### src/rtl/pong_pkg.sv
// Shared state encoding and direction constants for the pong controller.
package pong_pkg;

  typedef enum logic [2:0] {
    IDLE  = 3'd0,
    SERVE = 3'd1,
    PLAY  = 3'd2,
    MISS  = 3'd3,
    OVER  = 3'd4
  } game_state_t;

  localparam logic DIR_POS = 1'b1;
  localparam logic DIR_NEG = 1'b0;

endpackage

### src/rtl/pong_game_ctrl_ball_motion.sv
// Ball position/direction registers with wall and ceiling reflection.
module ball_motion
  import pong_pkg::*;
#(
  parameter int BIT_WIDTH = 10,
  parameter int START_X   = 320,
  parameter int START_Y   = 240,
  parameter int X_MIN     = 8,
  parameter int X_MAX     = 631,
  parameter int CEIL_Y    = 471
) (
  input  logic                 clk,
  input  logic                 reset,
  input  logic                 step_i,
  input  logic                 reload_i,
  input  logic                 paddle_rev_i,
  output logic [BIT_WIDTH-1:0] ball_x_o,
  output logic [BIT_WIDTH-1:0] ball_y_o
);

  localparam logic [BIT_WIDTH-1:0] StartX = BIT_WIDTH'(START_X);
  localparam logic [BIT_WIDTH-1:0] StartY = BIT_WIDTH'(START_Y);
  localparam logic [BIT_WIDTH-1:0] XMin   = BIT_WIDTH'(X_MIN);
  localparam logic [BIT_WIDTH-1:0] XMax   = BIT_WIDTH'(X_MAX);
  localparam logic [BIT_WIDTH-1:0] CeilY  = BIT_WIDTH'(CEIL_Y);
  localparam logic [BIT_WIDTH-1:0] One    = BIT_WIDTH'(1);

  logic [BIT_WIDTH-1:0] ballX_q, ballX_d, ballY_q, ballY_d;
  logic                 dirX_q, dirX_d, dirY_q, dirY_d;
  logic                 dirXNew, dirYNew;

  // A paddle hit already reverses X, so the wall test is skipped to avoid a double flip.
  always_comb begin
    ballX_d = ballX_q;
    ballY_d = ballY_q;
    dirX_d  = dirX_q;
    dirY_d  = dirY_q;
    dirXNew = dirX_q;
    dirYNew = dirY_q;
    if (reload_i) begin
      ballX_d = StartX;
      ballY_d = StartY;
      dirX_d  = DIR_POS;
      dirY_d  = DIR_POS;
    end else if (step_i) begin
      if (paddle_rev_i) begin
        dirXNew = ~dirX_q;
      end else if ((dirX_q == DIR_POS && ballX_q >= XMax) ||
                   (dirX_q == DIR_NEG && ballX_q <= XMin)) begin
        dirXNew = ~dirX_q;
      end
      if (dirY_q == DIR_POS && ballY_q >= CeilY) begin
        dirYNew = ~dirY_q;
      end
      ballX_d = (dirXNew == DIR_POS) ? ballX_q + One : ballX_q - One;
      ballY_d = (dirYNew == DIR_POS) ? ballY_q + One : ballY_q - One;
      dirX_d  = dirXNew;
      dirY_d  = dirYNew;
    end
  end

  always_ff @(posedge clk) begin
    if (reset) begin
      ballX_q <= StartX;
      ballY_q <= StartY;
      dirX_q  <= DIR_POS;
      dirY_q  <= DIR_POS;
    end else begin
      ballX_q <= ballX_d;
      ballY_q <= ballY_d;
      dirX_q  <= dirX_d;
      dirY_q  <= dirY_d;
    end
  end

  assign ball_x_o = ballX_q;
  assign ball_y_o = ballY_q;

endmodule

### src/rtl/pong_game_ctrl.sv
// Game sequencing: serve/play/miss/over FSM, score, lives and miss-delay counter.
module pong_game_ctrl
  import pong_pkg::*;
#(
  parameter int BIT_WIDTH  = 10,
  parameter int START_X    = 320,
  parameter int START_Y    = 240,
  parameter int X_MIN      = 8,
  parameter int X_MAX      = 631,
  parameter int CEIL_Y     = 471,
  parameter int LIVES_INIT = 3,
  parameter int MISS_TICKS = 60
) (
  input  logic                 clk,
  input  logic                 reset,
  input  logic                 frame_tick,
  input  logic                 start,
  input  logic                 touching_paddle,
  input  logic                 touching_floor,
  output logic [BIT_WIDTH-1:0] ball_x,
  output logic [BIT_WIDTH-1:0] ball_y,
  output logic [7:0]           score,
  output logic [2:0]           lives,
  output logic [2:0]           state,
  output logic                 game_over
);

  localparam int              MissW     = (MISS_TICKS > 1) ? $clog2(MISS_TICKS) : 1;
  localparam logic [MissW-1:0] MissLast = MissW'(MISS_TICKS - 1);
  localparam logic [2:0]      LivesInit = 3'(LIVES_INIT);

  game_state_t      state_q, state_d;
  logic [7:0]       score_q, score_d;
  logic [2:0]       lives_q, lives_d;
  logic [MissW-1:0] missCnt_q, missCnt_d;
  logic             gameOver_q;
  logic             stepEn, reloadBall, paddleRev;

  // Next-state and counter updates; entering IDLE always restarts the game totals.
  always_comb begin
    state_d   = state_q;
    score_d   = score_q;
    lives_d   = lives_q;
    missCnt_d = missCnt_q;
    stepEn    = 1'b0;
    paddleRev = 1'b0;
    case (state_q)
      IDLE:  if (start) state_d = SERVE;
      SERVE: if (start) state_d = PLAY;
      PLAY: begin
        if (frame_tick) begin
          if (touching_floor) begin
            if (lives_q != 3'd0) lives_d = lives_q - 3'd1;
            missCnt_d = '0;
            state_d   = MISS;
          end else begin
            stepEn = 1'b1;
            if (touching_paddle) begin
              paddleRev = 1'b1;
              if (score_q != 8'hFF) score_d = score_q + 8'd1;
            end
          end
        end
      end
      MISS: begin
        if (frame_tick) begin
          if (missCnt_q == MissLast) begin
            missCnt_d = '0;
            state_d   = (lives_q == 3'd0) ? OVER : SERVE;
          end else begin
            missCnt_d = missCnt_q + 1'b1;
          end
        end
      end
      OVER:    if (start) state_d = IDLE;
      default: state_d = IDLE;
    endcase
    if (state_d == IDLE) begin
      score_d = 8'd0;
      lives_d = LivesInit;
    end
    reloadBall = (state_d == IDLE) || (state_d == SERVE);
  end

  always_ff @(posedge clk) begin
    if (reset) begin
      state_q    <= IDLE;
      score_q    <= 8'd0;
      lives_q    <= LivesInit;
      missCnt_q  <= '0;
      gameOver_q <= 1'b0;
    end else begin
      state_q    <= state_d;
      score_q    <= score_d;
      lives_q    <= lives_d;
      missCnt_q  <= missCnt_d;
      gameOver_q <= (state_d == OVER);
    end
  end

  ball_motion #(
    .BIT_WIDTH(BIT_WIDTH),
    .START_X  (START_X),
    .START_Y  (START_Y),
    .X_MIN    (X_MIN),
    .X_MAX    (X_MAX),
    .CEIL_Y   (CEIL_Y)
  ) u_ball (
    .clk         (clk),
    .reset       (reset),
    .step_i      (stepEn),
    .reload_i    (reloadBall),
    .paddle_rev_i(paddleRev),
    .ball_x_o    (ball_x),
    .ball_y_o    (ball_y)
  );

  assign score     = score_q;
  assign lives     = lives_q;
  assign state     = state_q;
  assign game_over = gameOver_q;

endmodule

### config.mk
export PLATFORM = sky130hd
export DESIGN_NAME = pong_game_ctrl
export DESIGN_NICKNAME = d
export VERILOG_FILES = /design/src/rtl/pong_pkg.sv /design/src/rtl/pong_game_ctrl_ball_motion.sv /design/src/rtl/pong_game_ctrl.sv
export SDC_FILE = /design/constraint.sdc
export NUM_CORES = 1
export LEC_CHECK = 0
export CAP_MARGIN = 20
export CORE_MARGIN = 2
export CORE_UTILIZATION = 58
export DETAILED_ROUTE_END_ITERATION = 12
export PLACE_DENSITY = 0.85
export SYNTH_ARGS = -nofsm -noshare
export SYNTH_HDL_FRONTEND = slang
export SYNTH_SLANG_ARGS = --single-unit
### constraint.sdc
create_clock -name clk -period 9.1 [get_ports clk]
set_input_delay 2.275 -clock clk [delete_from_list [all_inputs] [get_ports clk]]
set_output_delay 2.275 -clock clk [all_outputs]
set_load 0.05 [all_outputs]
==> summary.md <==
| Metric | Value |
|---|---|
| DRT iter0 DRCs | `84` |
| Multi-input logic area | `1645 sq um` |
| # hold bufs at CTS | `0` |
| Tmin final | `5.087 ns` |
| Port Buffer Count | `40` |
| Worst reg-to-reg path cell count | `11` |
| Share of layout cells above drive strength 1 | `5.217%` |
| Setup Buffers After CTS | `0` |
| Pwr/cell area | `111.3 nW/um^2` |
| Non-Filler Instances | `~400` |
| Final period util | `55.91%` |
| Routed length per placed instance | `approximately 14 um` |
| Gpl congestion | `just over 0.9` |
| Die Area | `between 4000 and 5000 sq um` |
| Initial antenna violation count | `0` |
| CTS root buffer | `clkbuf_8` |
| Crit. End Element | `flip-flop` |
| Fin nets | `372` |
| CTS max path bufs | `2` |
| Setup violations, final | `0` |
| Core area | `between 4000 and 5000 sq um` |
| Netlist Area Pre-Place | `2571 sq um` |
| I/O pins | `41` |
| HPWL after detailed placement | `3970 um` |
| Startpoint Class | `input pin` |
| Warnings, synthesis | `0` |
| Max-Cap Viols | `0` |
| CTS tree | `yes` |
| H-Tree Depth | `2` |
| Die width | `70.58 um` |
| Switch Pwr | `between 80 and 90 uW` |
| Critical Path RT | `9.31 ns` |
| Critical path depth | `12` |
| Part of the power in registers | `about 56%` |
| Final WS setup | `4.013 ns` |
| Die H | `70.58 um` |
| Worst skew pair latency | `0.29 ns` |
| CP max stage delay | `roughly 0.53 ns` |
| CP dominant cell by count | `nand3_1` |
| First-pass GRT wire length | `9259 um` |
| Rows | `24` |
| Antenna Cells | `0` |
| Worst-path cell chain | `clkdlybuf4s50_1, and3b_1, nand3_2, nand3_1, nand2_1, ha_1, nand3_1, o2111ai_1, a31oi_1, nor4bb_1, o211ai_1, o31ai_1` |
| Resized cells post-CTS | `0` |
| Skew final | `between 0.007 and 0.008 ns` |
| DRT Pass-1 Iters | `4` |
| Largest net degree at the start of global routing | `27` |
| Dpl ws | `3.745 ns` |
| Critical path fanouts, max | `10` |
| Post-synth top flop | `dfxtp_1` |
| Asr flop ratio synth | `0%` |
| Overall Power | `344.5 uW` |
| Area leader, netlist | `dfxtp_1` |
| Vias | `~2,300` |
| Overall Global Routing Usage | `22.47%` |
| Hold_ws | `0.5002 ns` |
| DRC viols | `0` |
| Seq. cell area | `860.8 sq um` |
| Final Hold Vio Count | `0` |
| Clock slew at reported path FFs | `0.08 ns` |
| Sink Count | `43` |
| Run status | `complete, no violations` |
| Final max-slew violation count | `0` |
| Hold path depth | `2` |
| Final Cell Area | `3094 sq um` |
| CP top delay family | `simple AND/OR/NAND/NOR gates` |
| Vias in the first global route | `~2,100` |
| Final Core Density | `71.56%` |
| Avg Inst Size Synth | `8.486 sq um` |
| Worst slew margin | `28.83%` |
| Comb pwr share | `10.3%` |
| # fillers | `roughly 360` |
| Hold WC Path Type | `reg2reg` |
| Dpl cells | `389` |
| Syn Nets | `331` |
| Clock power frac | `33.7%` |
| Final wirelength | `5479 um` |
| Netlist cell types | `49` |
| Top post-synthesis cells by area | `dfxtp_1 (33%), ha_1 (9.7%), nor2_1 (6.0%)` |
| Least-Margin Pin Slew | `~1.1 ns` |
| Setup CP Type | `in2reg` |
| P&R area growth vs syn | `20.34%` |
| Sequential share of the synthesized area | `33.48%` |
| #FFs+latches synth | `43` |
| Leak | `1.256 nW` |
| Yosys top cell area share | `33.48%` |
| WP data arrival | `5.30 ns` |
| Net Sw Frac | `about 26%` |
| Initial Utilization | `59.46%` |
| Via density | `5.778` |
| CP bufs+invs | `1` |
| Power Internal | `approximately 260 uW` |
| Setup_tns | `0 ns` |
| Slowest stage cell on the critical path | `clkdlybuf4s50_1` |
| RSZ-0062 raised after global routing | `false` |
| Fmax | `between 150 and 200 MHz` |
| Total CTS buffers | `5` |
| Antenna Nets Post-Route | `0` |
| EDFF count, synth | `0` |
| Total grt overflow | `0` |
| Gate count after technology mapping | `303` |
| Dpl cell area | `3009 sq um` |
| Max VDD drop | `0.06617 mV` |
tightest hold or removal path, delay by kind of cell, from the launching register on:
family	cells	cell delay, ns
AOI/OAI and AO/OA	1	0.08
DFF	1	0.33
and+or+nand+nor	1	0.05
layout make-up:
cell class	instances	area share (%)
Sequential cell	43	27.82
Clock inverter	2	0.4044
Inverter	10	1.213
Tap cell	52	2.103
Multi-Input combinational cell	244	53.17
Timing Repair Buffer	40	12.94
Clock buffer	6	2.345
placed cells by master (no fill, tap or decap), types with 4 or more instances in the layout:
| cell type | Yosys | layout |
|---|---|---|
| a211oi_1 | 5 | 5 |
| nor2_1 | 41 | 41 |
| nand3_1 | 9 | 9 |
| o211ai_1 | 10 | 10 |
| or3_1 | 4 | 4 |
| inv_1 | 10 | 10 |
| a21oi_1 | 19 | 19 |
| dfxtp_1 | 43 | 43 |
| nand2_1 | 31 | 31 |
| nand4_1 | 7 | 7 |
| xor2_1 | 16 | 16 |
| a31oi_1 | 4 | 4 |
| xnor2_1 | 14 | 14 |
| clkdlybuf4s50_1 | 0 | 40 |
| clkbuf_8 | 0 | 5 |
| ha_1 | 20 | 20 |
| o21ai_0 | 5 | 5 |
| nor3_1 | 5 | 5 |
synthesized netlist by cell type, drive strengths merged (2+ instances only):
cell / number
fa: 2
or3: 4
nand2b: 4
o31a: 2
a21oi: 19
o41ai: 2
dfxtp: 43
o31ai: 3
buf: 4
mux2i: 3
and3b: 2
o21ai: 7
xor2: 16
nor2b: 3
a211oi: 5
o21a: 3
a21o: 3
nand3b: 3
nand3: 10
nand2: 31
a21boi: 2
xnor2: 14
ha: 20
and3: 2
nor3: 6
o211ai: 10
o21bai: 2
nand4: 7
inv: 10
a31oi: 5
nor2: 45
clkbuf: 2
power by group through the flow:
stage | sequential (mW) | combinational [mW] | clock (mW)
after CTS | 0.193 | 0.0354 | 0.120
after global routing | 0.194 | 0.0385 | 0.128
after detailed placement | 0.197 | 0.0352 | 0
final | 0.193 | 0.0354 | 0.116
after floorplan | 0.201 | 0.0219 | 0
after global placement | 0.197 | 0.0348 | 0
worst paths after layout:
path / slack, ns / endpoint / from
max reg2reg: 5.94 / u_ball.ball_x_o[9] / u_ball.ball_x_o[0]
max: 4.01 / u_ball.ball_x_o[9] / frame_tick
min reg2reg: 0.50 / u_ball.dirX_q / u_ball.dirX_q
min: 0.50 / u_ball.dirX_q / u_ball.dirX_q
per-layer routing:
| layer | track usage [%] | part of all wire (%) |
|---|---|---|
| met5 | 0 | 0 |
| met4 | 6.709 | 1.3 |
| met3 | 4.843 | 5.0 |
| met2 | 37.00 | 46 |
| met1 | 29.89 | 48 |
cell families after synthesis:
family / count (synthesis) / synth area share [%]
AOI/OAI and AO/OA: 68 / 18.35
xor gates and xnor gates: 30 / 10.22
adders and majority gates: 22 / 11.29
buffers and inverters: 16 / 2.531
DFF: 43 / 33.48
muxes: 3 / 1.168
and+or+nand+nor: 121 / 22.97
registers in the layout, summed over array words and instances, names as in the netlist:
| register | count |
|---|---|
| u_ball.ball_x_o | 10 |
| u_ball.ball_y_o | 10 |
| score | 8 |
| missCnt_q | 6 |
| lives | 3 |
| state | 3 |
| game_over | 1 |
| u_ball.dirX_q | 1 |
| u_ball.dirY_q | 1 |
Note: power is estimated with default switching activity, not from simulation.
